## config.mk

```make
export PLATFORM = sky130hd
export DESIGN_NAME = bram_std_fifo_stream_out
export DESIGN_NICKNAME = d
export VERILOG_FILES = /design/src/rtl/bram_std_fifo_stream_out.sv
export SDC_FILE = /design/constraint.sdc
export NUM_CORES = 1
export LEC_CHECK = 0
export CORE_ASPECT_RATIO = 0.6
export CORE_MARGIN = 5
export CORE_UTILIZATION = 45
export CTS_CLUSTER_SIZE = 10
export DETAILED_ROUTE_END_ITERATION = 7
export PLACE_DENSITY = 0.73
export SKIP_LAST_GASP = 1
export SLEW_MARGIN = 25
export SYNTH_ARGS = -nofsm -noshare
export SYNTH_HDL_FRONTEND = slang
export SYNTH_SLANG_ARGS = --single-unit
export TNS_END_PERCENT = 1
```

## constraint.sdc

```tcl
create_clock -name clk -period 4.8 [get_ports clk]
set_input_delay 1.2 -clock clk [delete_from_list [all_inputs] [get_ports clk]]
set_output_delay 1.2 -clock clk [all_outputs]
set_load 0.02 [all_outputs]
```

## src/rtl/bram_std_fifo_stream_out.sv

```systemverilog
// Read-side adapter: turns the standard (one-cycle latency) FIFO read port into a
// valid/ready stream through a 2-entry output buffer, one word per cycle at full rate.
module bram_std_fifo_stream_out #(
  parameter int DATA_WIDTH = 8
) (
  input  logic                  clk,
  input  logic                  rst,
  input  logic                  fifo_empty,
  output logic                  fifo_rd_en,
  input  logic [DATA_WIDTH-1:0] fifo_data,
  output logic [DATA_WIDTH-1:0] dest_tdata,
  output logic                  dest_tvalid,
  input  logic                  dest_tready
);

  logic [1:0]            occ_q, occ_d;
  logic                  inflight_q, inflight_d;
  logic [DATA_WIDTH-1:0] buf0_q, buf0_d;
  logic [DATA_WIDTH-1:0] buf1_q, buf1_d;

  logic       pop;
  logic [2:0] level;
  logic [1:0] wr_idx;

  assign dest_tvalid = (occ_q != 2'd0);
  assign dest_tdata  = buf0_q;
  assign pop         = dest_tvalid && dest_tready;

  // Occupancy after this edge, counting the word already on its way from the FIFO.
  // Sampling pop here keeps reads flowing while the consumer drains the head.
  assign level      = {1'b0, occ_q} + {2'b00, inflight_q} - {2'b00, pop};
  assign fifo_rd_en = !rst && !fifo_empty && (level < 3'd2);

  // Slot that receives the arriving word, after the head has shifted out.
  assign wr_idx = occ_q - {1'b0, pop};

  always_comb begin
    buf0_d     = buf0_q;
    buf1_d     = buf1_q;
    occ_d      = level[1:0];
    inflight_d = fifo_rd_en;
    if (pop) begin
      buf0_d = buf1_q;
    end
    if (inflight_q) begin
      if (wr_idx == 2'd0) begin
        buf0_d = fifo_data;
      end else begin
        buf1_d = fifo_data;
      end
    end
  end

  always_ff @(posedge clk) begin
    if (rst) begin
      occ_q      <= 2'd0;
      inflight_q <= 1'b0;
      buf0_q     <= '0;
      buf1_q     <= '0;
    end else begin
      occ_q      <= occ_d;
      inflight_q <= inflight_d;
      buf0_q     <= buf0_d;
      buf1_q     <= buf1_d;
    end
  end

endmodule

```

==> results.sh <==
export IMPL_ctsHoldBuffers=0
export IMPL_syn_avg_cell_area_um2=9.58
export IMPL_nets=136
export IMPL_worstRegToRegCells=3
export IMPL_grt_pass1_wl_um=3370
export IMPL_dieArea_um2=3230
export IMPL_status="complete, no violations"
export IMPL_post_cts_setup_buffers=0
export IMPL_powerDensity_nw_per_um2=460
export IMPL_dp_hpwl_um=1480
export IMPL_ys_warnings_count=0
export IMPL_relSlewSlack_pct=49.3
export IMPL_antenna_found_initial=0
export IMPL_diodes=0
export IMPL_clk_pin_slew_ns=0.10
export IMPL_cp_max_fo=3
export IMPL_crit_arrival_ns=3.13
export IMPL_start_util_pct=46.2
export IMPL_switchingPower_mw=0.207
export IMPL_die_w_um=70.2
export IMPL_switching_share_pct=37.1
export IMPL_p_total_mw=0.559
export IMPL_grt_overflow_total=0
export IMPL_synth_distinct_cells=20
export IMPL_rsz0062_at_grt="false"
export IMPL_clockBufferDepth=2
export IMPL_final_common_cell="clkdlybuf4s50_1"
export IMPL_finalSetupTns_ns=0
export IMPL_finalClockSkew_ns=0.00107
export IMPL_place_gp_congestion=0.724
export IMPL_io_pins=22
export IMPL_htreeDepth=1
export IMPL_slew_violations=0
export IMPL_grt_pass1_vias=707
export IMPL_cts_root_buf="clkbuf_4"
export IMPL_rows=13
export IMPL_synth_seq_cells=19
export IMPL_setup_viol=0
export IMPL_p_leak_nw=0.417
export IMPL_min_path_cells=2
export IMPL_final_util_pct=57.5
export IMPL_p_int_mw=0.352
export IMPL_ys_seq_area_share_pct=38.9
export IMPL_hold_viol_final=0
export IMPL_die_height_um=46.1
export IMPL_grt_max_degree=28
export IMPL_drtIter0Drc=28
export IMPL_postSynthCellCount=102
export IMPL_dr_pass1_iters=4
export IMPL_syn_to_final_growth_pct=24.5
export IMPL_numCtsBuffers=3
export IMPL_vias=771
export IMPL_grt_use_total_pct=13.7
export IMPL_layout_common_cells="20 x clkdlybuf4s50_1, 19 x dfxtp_1, 18 x nand2_1"
export IMPL_fmax_ghz=0.231
export IMPL_end_kind="primary output"
export IMPL_drv_cap=0
export IMPL_syn_num_nets=116
export IMPL_io_buffer_count=21
export IMPL_fin_crit_ns=4.33
export IMPL_hold_path_class="reg2reg"
export IMPL_finalCritPeriodShare_pct=90.2
export IMPL_netlist_area_um2=977
export IMPL_tightestPinTransition_ns=0.758
export IMPL_clock_sinks=19
export IMPL_drive_gt1_share_pct=13.2
export IMPL_pwr_share_comb_pct=46.3
export IMPL_via_per_inst=5.11
export IMPL_ant_nets=0
export IMPL_post_drt_wl_per_cell_um=13.5
export IMPL_required_ns=3.60
export IMPL_p_clk_share_pct=14.3
export IMPL_critical_path_class="in2out"
export IMPL_wl_um=2040
export IMPL_worstSetupStartpointType="primary input"
export IMPL_cts_tree="done"
export IMPL_fp_coreArea_um2=2110
export IMPL_max_vdd_ir_drop_v=0.000231
export IMPL_clk_latency_ns=0.30
export IMPL_drc=0
export IMPL_p_seq_share_pct=39.4
## cells in the mapped netlist
cell / instances / area, um2
buf_2: 3 / 15.0
inv_1: 1 / 3.75
a311oi_2: 8 / 120
nand2b_4: 1 / 13.8
nand2b_1: 17 / 106
or2_2: 1 / 6.26
dfxtp_1: 19 / 380
xnor2_1: 1 / 8.76
ha_1: 1 / 12.5
buf_6: 3 / 33.8
nand2_1: 18 / 67.6
or2_1: 1 / 6.26
nor2b_1: 3 / 18.8
o21a_1: 2 / 15.0
nor4_1: 2 / 12.5
o21ai_1: 1 / 5.00
fa_1: 1 / 20.0
nor3_1: 8 / 40.0
mux2i_1: 8 / 80.1
clkbuf_1: 3 / 11.3
## cell families after synthesis
| group | Yosys count | synth area share, % |
|---|---|---|
| simple gates | 51 | 27.8 |
| compound gates | 11 | 14.3 |
| fa+ha+maj | 2 | 3.33 |
| mux | 8 | 8.19 |
| buf+inv | 10 | 6.53 |
| flops | 19 | 38.9 |
| xor+xnor | 1 | 0.896 |
## sequential cells by signal, summed over array words and instances, names as in the netlist
signal      cells
buf1_q          8
dest_tdata      8
occ_q           2
inflight_q      1
## per-layer routing
layer / global-route usage (%) / vias to the layer above / wire, um
met4: 3.44 / 0 / 19
met2: 21.6 / 16 / 928
met1: 17.6 / 362 / 982
met5: 0 / - / 0
li1: - / 389 / -
met3: 5.66 / 4 / 105
## layout make-up
class | instances | area (um2)
Fill cell | 202 | 898
Multi-Input combinational cell | 73 | 533
Sequential cell | 19 | 380
Timing Repair Buffer | 24 | 235
Tap cell | 30 | 37.5
Clock buffer | 4 | 26.3
Inverter | 1 | 3.75
## worst max-delay path, cell delays in order
cell and delay (ns):
clkdlybuf4s50_1 0.50, o21a_1 0.15, nand2b_1 0.10, nand2_1 0.08, ha_1 0.17, fa_1 0.44, nor4_1 0.22, dlymetal6s2s_1 0.26
## through the flow
step                area, um2  cells  hold slack [ns]  setup slack (ns)
detailed placement       1190    147            0.468            0.0789
finish                   1220    151            0.481             0.469
global placement         1190    147            0.459             0.148
floorplan                 977    102            0.449             0.597
CTS                      1210    151            0.486            0.0530
global route             1220    151            0.520             0.348
## repair_timing
action	CTS	global route
setup endpoints to repair	0	1
gates resized for setup	0	1
endpoints found under the hold margin	0	0
## power groups by stage
stage               Clock, mW  Sequential [mW]  Combinational (mW)
CTS                    0.0830            0.220               0.262
detailed placement          0            0.224               0.262
finish                 0.0800            0.220               0.259
floorplan                   0            0.246               0.160
global route           0.0922            0.224               0.278
global placement            0            0.223               0.258
## worst paths after layout
kind,to,start,slack (ns)
setup reg to reg,buf1_q[7],occ_q[0],2.92
hold / removal,buf1_q[5],buf1_q[5],0.48
hold reg to reg,buf1_q[5],buf1_q[5],0.48
setup / recovery,fifo_rd_en,dest_tready,0.47
Power figures use the tool's default switching activity.
